<file path="config.mk">
export PLATFORM = sky130hd
export DESIGN_NAME = fetch_btb_unit
export DESIGN_NICKNAME = d
export VERILOG_FILES = /design/src/rtl/fetch_btb_unit.sv
export SDC_FILE = /design/constraint.sdc
export NUM_CORES = 2
export LEC_CHECK = 0
export BUFFER_PORTS_ARGS = -buffer_cell sky130_fd_sc_hd__buf_2
export CELL_PAD_IN_SITES_DETAIL_PLACEMENT = 0
export CELL_PAD_IN_SITES_GLOBAL_PLACEMENT = 1
export CORE_MARGIN = 3
export CORE_UTILIZATION = 40
export CTS_CLUSTER_SIZE = 40
export DETAILED_ROUTE_END_ITERATION = 10
export PLACE_DENSITY = 0.67
export SYNTH_ARGS = -nofsm -noshare
export SYNTH_HDL_FRONTEND = slang
export SYNTH_SLANG_ARGS = --single-unit
</file>
<file path="constraint.sdc">
create_clock -name clk -period 5.42 [get_ports clk]
set_input_delay 0 -clock clk [delete_from_list [all_inputs] [get_ports clk]]
set_output_delay 0 -clock clk [all_outputs]
set_load 0.01 [all_outputs]
</file>
<file path="src/rtl/fetch_btb_unit.sv">
// Fetch stage: PC register plus direct-mapped BTB with 2-bit counters.
// Resolves Execute outcomes into redirects and keeps branch statistics.
module fetch_btb_unit #(
   parameter int XLEN = 32,
   parameter int BTB_ENTRIES = 16,
   parameter int IADDR_W = 6,
   parameter logic [XLEN-1:0] RESET_PC = '0,
   parameter int CNT_W = 32
) (
   input  logic clk,
   input  logic rst,
   input  logic stall_f,
   input  logic ex_valid,
   input  logic ex_is_cf,
   input  logic [XLEN-1:0] ex_pc,
   input  logic ex_taken,
   input  logic [XLEN-1:0] ex_target,
   input  logic ex_pred_taken,
   input  logic [XLEN-1:0] ex_pred_target,
   output logic [XLEN-1:0] pc_f,
   output logic [XLEN-1:0] pc_next,
   output logic [IADDR_W-1:0] imem_addr,
   output logic pred_taken_f,
   output logic [XLEN-1:0] pred_target_f,
   output logic redirect,
   output logic [CNT_W-1:0] branch_cnt,
   output logic [CNT_W-1:0] mispred_cnt
);

   localparam int IDX_W = $clog2(BTB_ENTRIES);
   localparam int TAG_W = XLEN - IDX_W - 2;

   logic [BTB_ENTRIES-1:0] btb_valid;
   logic [TAG_W-1:0] btb_tag [BTB_ENTRIES];
   logic [XLEN-1:0] btb_target [BTB_ENTRIES];
   logic [1:0] btb_ctr [BTB_ENTRIES];

   logic [IDX_W-1:0] f_idx;
   logic [TAG_W-1:0] f_tag;
   logic f_hit;
   logic [XLEN-1:0] pc_plus4;

   logic [IDX_W-1:0] e_idx;
   logic [TAG_W-1:0] e_tag;
   logic e_hit;
   logic upd;
   logic [XLEN-1:0] redirect_pc;
   logic [1:0] ctr_new;

   assign f_idx = pc_f[IDX_W+1:2];
   assign f_tag = pc_f[XLEN-1:IDX_W+2];
   assign f_hit = btb_valid[f_idx] && (btb_tag[f_idx] == f_tag);
   assign pc_plus4 = pc_f + XLEN'(4);

   assign pred_taken_f = f_hit && btb_ctr[f_idx][1];
   assign pred_target_f = f_hit ? btb_target[f_idx] : pc_plus4;

   assign e_idx = ex_pc[IDX_W+1:2];
   assign e_tag = ex_pc[XLEN-1:IDX_W+2];
   assign e_hit = btb_valid[e_idx] && (btb_tag[e_idx] == e_tag);
   assign upd = ex_valid && ex_is_cf;

   assign redirect = upd && ((ex_pred_taken != ex_taken) ||
                     (ex_taken && (ex_pred_target != ex_target)));
   assign redirect_pc = ex_taken ? ex_target : ex_pc + XLEN'(4);

   // Redirect wins over a stall so a flushed path never lingers
   always_comb begin
      pc_next = pc_plus4;
      if (redirect) pc_next = redirect_pc;
      else if (stall_f) pc_next = pc_f;
      else if (pred_taken_f) pc_next = pred_target_f;
   end

   assign imem_addr = pc_next[IADDR_W+1:2];

   always_comb begin
      ctr_new = btb_ctr[e_idx];
      if (ex_taken && (ctr_new != 2'b11)) ctr_new = ctr_new + 2'd1;
      else if (!ex_taken && (ctr_new != 2'b00)) ctr_new = ctr_new - 2'd1;
   end

   always_ff @(posedge clk) begin
      if (rst) begin
         pc_f <= RESET_PC;
         btb_valid <= '0;
         for (int i = 0; i < BTB_ENTRIES; i++) btb_ctr[i] <= 2'b01;
         branch_cnt <= '0;
         mispred_cnt <= '0;
      end else begin
         pc_f <= pc_next;
         if (upd) begin
            branch_cnt <= branch_cnt + CNT_W'(1);
            if (e_hit) begin
               btb_ctr[e_idx] <= ctr_new;
            end else if (ex_taken) begin
               btb_valid[e_idx] <= 1'b1;
               btb_ctr[e_idx] <= 2'b10;
            end
         end
         if (redirect) mispred_cnt <= mispred_cnt + CNT_W'(1);
      end
   end

   // Tag/target need no reset: valid gates every use
   always_ff @(posedge clk) begin
      if (!rst && upd && ex_taken) begin
         btb_tag[e_idx] <= e_tag;
         btb_target[e_idx] <= ex_target;
      end
   end

endmodule

</file>
## Word level (Yosys, flattened, before mapping)

Memory sizes are Yosys's and may differ from the RTL's. A register that Yosys moved wholly into a read port is not among the register bits.
Cells that the tools add are included.
W data, S select, Z words.

| storage, ports and cells | value |
|---|---|
| memory bits (read-only) | 0 |
| memories | 3 |
| logic and storage cells | 74 |
| input port bits | 103 |
| bits in latches | 0 |
| output and inout bits | 168 |
| memory bits (writable) | 960 |
| flip-flop bits (word level) | 112 |

Memory list:

| memory | depth | bits a word | read ports | clocked after Yosys merged registers in | wr ports | line | source |
|---|---|---|---|---|---|---|---|
| btb_target | 16 | 32 | 1 | 1 | 1 | 35 | `logic [XLEN-1:0] btb_target [BTB_ENTRIES];` |
| btb_tag | 16 | 26 | 2 | 1 | 1 | 34 | `logic [TAG_W-1:0] btb_tag [BTB_ENTRIES];` |
| btb_ctr | 16 | 2 | 2 | 1 | 16 | 36 | `logic [1:0] btb_ctr [BTB_ENTRIES];` |

| operators by class | value |
|---|---|
| reductions and logical operators | 17 |
| shift-type cells | 0 |
| multiplexer cells | 33 |
| bitwise gates (word level) | 3 |
| div/mod/pow operators | 0 |
| add/sub/neg operators | 6 |
| eq/ne operators | 5 |
| magnitude comparators | 3 |
| multipliers | 0 |

Operators by type and width:

| cell | number |
|---|---|
| $mux W32 | 5 |
| $add A32 B1 Y32 const B | 2 |
| $add A32 B3 Y32 const B | 2 |
| $eq A26 B26 Y1 | 2 |
| $ne A32 B32 Y1 | 1 |
| $mux W1 | 17 |
| $mux W4 | 4 |
| $or A16 B16 Y16 | 1 |
| $logic_and A1 B1 Y1 | 11 |
| $lt A4 B5 Y1 const B | 2 |
| $bmux W1 S4 | 2 |
| $mux W2 | 4 |
| $demux W1 S4 | 1 |
| $ge A4 B1 Y1 const B | 1 |
| $reduce_and A3 Y1 | 1 |
| $add A2 B1 Y2 const B | 1 |
| $logic_not A1 Y1 | 2 |
| $ne A2 B2 Y1 const B | 1 |
| $reduce_bool A2 Y1 | 1 |
| $reduce_or A2 Y1 | 1 |
| $sub A2 B1 Y2 const B | 1 |
| $logic_or A1 B1 Y1 | 1 |
| $ne A1 B1 Y1 | 1 |
| $not A1 Y1 | 1 |
| $or A1 B1 Y1 | 1 |

## Depth between registers and ports, before layout

| logic depth | value |
|---|---|
| word-level depth | 10 |
| gate-level depth with buffers | 16 |
| depth with buffers taken out | 11 |

## Least setup slack after synthesis

No wires, ideal clock.

| timing path | value |
|---|---|
| path kind | input-to-reg |
| start | input port ex_pc[5] |
| end | memory btb_tag[15][0] (netlist name) (enable) |
| data arrival time | 3.723 ns |
| library setup time | 0.474 ns |
| slack | 1.223 ns |
| path buffers | 3 |
| required time | 4.946 ns |
| stages on the path | 6 |
| cell sequence | clkbuf_1 clkbuf_1 and2_1 clkbuf_1 nand2_1 nor2_1 |

RTL lines:

| what | line | source |
|---|---|---|
| from (decl) | 15 | `input logic [XLEN-1:0] ex_pc,` |
| to (decl) | 34 |  |

Straight into the memory's write port.

## Worst setup path in the final report

| timing path | value |
|---|---|
| start | register pc_f[2] |
| end | output port pred_target_f[8] |

| between the ends | value |
|---|---|
| word-level cells in the longest chain between the ends | 4 |
| elaborated cells on any way between the ends | 5 |
| those cells by class | add/sub: 1; mux: 3; reduce/logical: 1 |

Ends and longest elaborated chain:

| what | line | source |
|---|---|---|
| from (decl) | 20 | `output logic [XLEN-1:0] pc_f,` |
| from (signal assigned) | 91 | `pc_f <= pc_next;` |
| branches (longest 3 deep; another with $add A32 B3 Y32) | -- |  |
| $mux W32 (*) | 56 | `assign pred_target_f = f_hit ? btb_target[f_idx] : pc_plus4;` |
| to (decl) | 24 | `output logic [XLEN-1:0] pred_target_f,` |

Every way passes the cells marked *. The select of a mux whose other input is x is not followed.

==> flow_metrics.py <==
metrics = {
    "run_status": {
        "status": "complete, no violations",
    },
    "power_and_ir_drop": {
        "p_per_area_mw_per_mm2": 330,
        "ir_drop_mv": 0.266,
        "p_leak_nw": 18.8,
    },
    "clock_tree": {
        "cts_buffers": 112,
        "clk_pin_slew_worst_paths_ns": 0.06,
        "cts_sinks": 1072,
        "cts_tree": "yes",
        "clk_latency_ns": 0.75,
        "clock_path_buffers": 3,
        "htreeDepth": 3,
        "clock-root-buffer": "clkbuf_16",
    },
    "timing": {
        "grt_setup_unrepaired": "no",
        "clock-skew-final_ns": 0.0405,
        "worst_slew_pin_slew_ns": 1.11,
        "slew_headroom": 0.257,
        "period_share": 0.978,
        "setup_viol": 0,
        "drv_slew": 0,
        "fin_tns_setup_ns": 0,
        "fin_crit_ns": 5.30,
        "hold_viol": 0,
        "max_freq_ghz": 0.189,
    },
    "setup_path": {
        "path_max_fanout": 32,
        "worst_ep_required_time_ns": 5.42,
        "start_kind": "flip-flop",
        "cp.arrival_ns": 5.30,
        "worstSetupPathType": "flip-flop to primary output",
        "endpoint_kind": "primary output",
    },
    "floorplan": {
        "dieWidth_um": 356,
        "dieArea_mm2": 0.127,
        "row_count": 127,
        "start_util": 0.406,
        "die_height_um": 356,
        "fp.coreArea_mm2": 0.121,
        "design.portCount": 271,
    },
    "global_route": {
        "grt_pass1_vias": 30800,
        "grt_max_degree": 77,
        "antenna_found_initial": 9,
        "grt_pass1_wl_um": 234000,
        "grt_usage": 0.259,
        "grt_overflow": 0,
    },
    "cells_and_area": {
        "layout_common_cells": "edfxtp_1, mux4_2, buf_2",
        "fin_area_mm2": 0.0570,
        "drive_above_1_share": 0.293,
        "syn2layout_area_growth_pct": 16.3,
        "final_nets": 3467,
        "layout_commonest_cell": "edfxtp_1",
    },
    "routing": {
        "wire_per_inst_um": 32.8,
        "antenna_left": 0,
        "viasPerCell": 6.17,
        "vias": 31300,
        "first_iter_violations": 4128,
        "first_pass_iters": 6,
        "routed_wl_um": 166000,
        "drc_errors": 0,
    },
    "logic_synthesis": {
        "synthFlopType": "edfxtp_1",
        "seq_area_frac_synth": 0.634,
        "synth_edf_count": 960,
        "synth_seq_cells": 1072,
        "syn_nets": 3092,
        "syn_inst": 2980,
        "syn_area_mm2": 0.0490,
        "avgSynthCellArea_um2": 16.4,
        "synth.distinct_cells": 79,
        "async_flop_share": 0,
        "yosysWarnings": 0,
    },
    "placement": {
        "gp_congestion": 0.930,
        "dpl.hpwl_um": 108000,
        "portBuffers": 270,
        "placed_area_mm2": 0.0527,
    },
    "hold_path": {
        "min_path_type": "input port to flip-flop",
    },
    "job": {
        "maxCapViolCount": 0,
    },
}
-- path summary, 6_finish.rpt --
path                                    from               end  slack [ns]  depth (start not counted)
worst min register to register  btb_valid[7]      btb_valid[7]        0.49                          1
worst min-delay path                ex_taken           pc_f[9]        0.08                          6
worst max-delay path                 pc_f[2]  pred_target_f[8]        0.12                         11
worst max register to register       pc_f[2]           pc_f[0]        0.35                         14
-- stage by stage --
stage           util  setup WS (ns)  hold WS (ns)  power, mW  cells
6_report       0.472          0.119        0.0761       18.8   5067
5_1_grt        0.472        0.00287        0.0465       19.3   5065
2_1_floorplan      -           1.22        0.0989       10.5   2980
3_5_place_dp   0.436          0.387         0.335       11.3   4785
3_3_place_gp   0.436          0.486         0.322       11.3   4785
4_1_cts        0.472        0.00173       0.00956       18.9   5063
-- sequential cells by signal, indices dropped and copies added, names as in the netlist --
name and count:
btb_target 512, btb_tag 416, branch_cnt 32, btb_ctr 32, mispred_cnt 32, pc_f 32, btb_valid 16
-- final cells by class --
class	count	area, um^2
Antenna cell	3	7.51
Clock buffer	141	2980
Clock inverter	70	606
Fill cell	10400	63800
Inverter	37	141
Multi-Input combinational cell	1664	16900
Sequential cell	1072	31100
Tap cell	1612	2020
Timing Repair Buffer	468	3230
-- routing by layer --
metal / up-vias / track usage / wire (um)
li1: 12800 / - / -
met5: - / 0 / 27
met3: 282 / 0.0539 / 17000
met4: 4 / 0.0738 / 5080
met2: 1880 / 0.402 / 77000
met1: 16400 / 0.372 / 67400
-- critical path, cell delays in order, from the launching register on --
cell	delay [ns]
dfxtp_4	0.61
buf_16	0.22
mux4_2	0.52
mux4_2	0.47
xor2_1	0.17
a21oi_1	0.34
o2111ai_1	0.22
or3_1	0.42
nor4_4	0.35
buf_6	0.44
mux2i_1	0.55
buf_2	0.24
-- kinds of logic (layout without fill, tap and decap cells) --
kind of cell	count (synthesis)	count (layout)	share of synthesized area
and+or+nand+nor	642	642	0.0643
AOI/OAI and AO/OA	297	297	0.0411
muxes	539	539	0.204
xor gates and xnor gates	177	177	0.0316
adders and majority gates	9	9	0.00230
other	0	3	0
buffers and inverters	244	716	0.0223
DFF	1072	1072	0.634
-- report_power, final --
| group | internal (mW) | switching [mW] | total, mW |
|---|---|---|---|
| Sequential | 9.04 | 0.0933 | 9.14 |
| Combinational | 0.844 | 1.26 | 2.10 |
| Clock | 4.30 | 3.27 | 7.57 |
-- repair_timing --
item                                    CTS  global route
hold buffers                             65             0
cloned                                    0             0
resized for setup                         5             1
pin swaps                                 0             0
buffers inserted                          2             1
hold endpoints to repair                959             0
endpoints found under the setup margin   36             8
-- synth_stat cells (5+ instances only) --
cell       instances  area [um^2]
buf_4             10         75.1
xnor2_1           85          744
o2bb2ai_1         16          140
a21oi_1           51          255
buf_2             45          225
a22oi_1           31          233
and4_1             5         43.8
nor3_1            47          235
xor2_1            92          806
and3_1            34          213
nor2b_1            5         31.3
o22ai_1           17          106
ha_1               9          113
mux4_2           364         8200
or4_1              5         37.5
nand2_1          161          604
a31oi_1           17          106
a221oi_1           6         52.6
nand4_1           37          231
inv_1             33          124
a22o_1            10         87.6
and2_1            30          188
or3_1             22          138
or2_2              8         50.1
mux2i_1          132         1320
edfxtp_1         960        28800
a211oi_1          15          113
nor4_1            18          113
nand3_1           96          480
buf_1             37          139
clkbuf_1         107          402
nor2_1           148          556
o21ai_0           69          345
dfxtp_1          112         2240
mux2_2            41          462
nand2b_1           7         43.8
nor4b_1            6         52.6
o211ai_1          13         97.6
(Power assumes the default switching activity.)
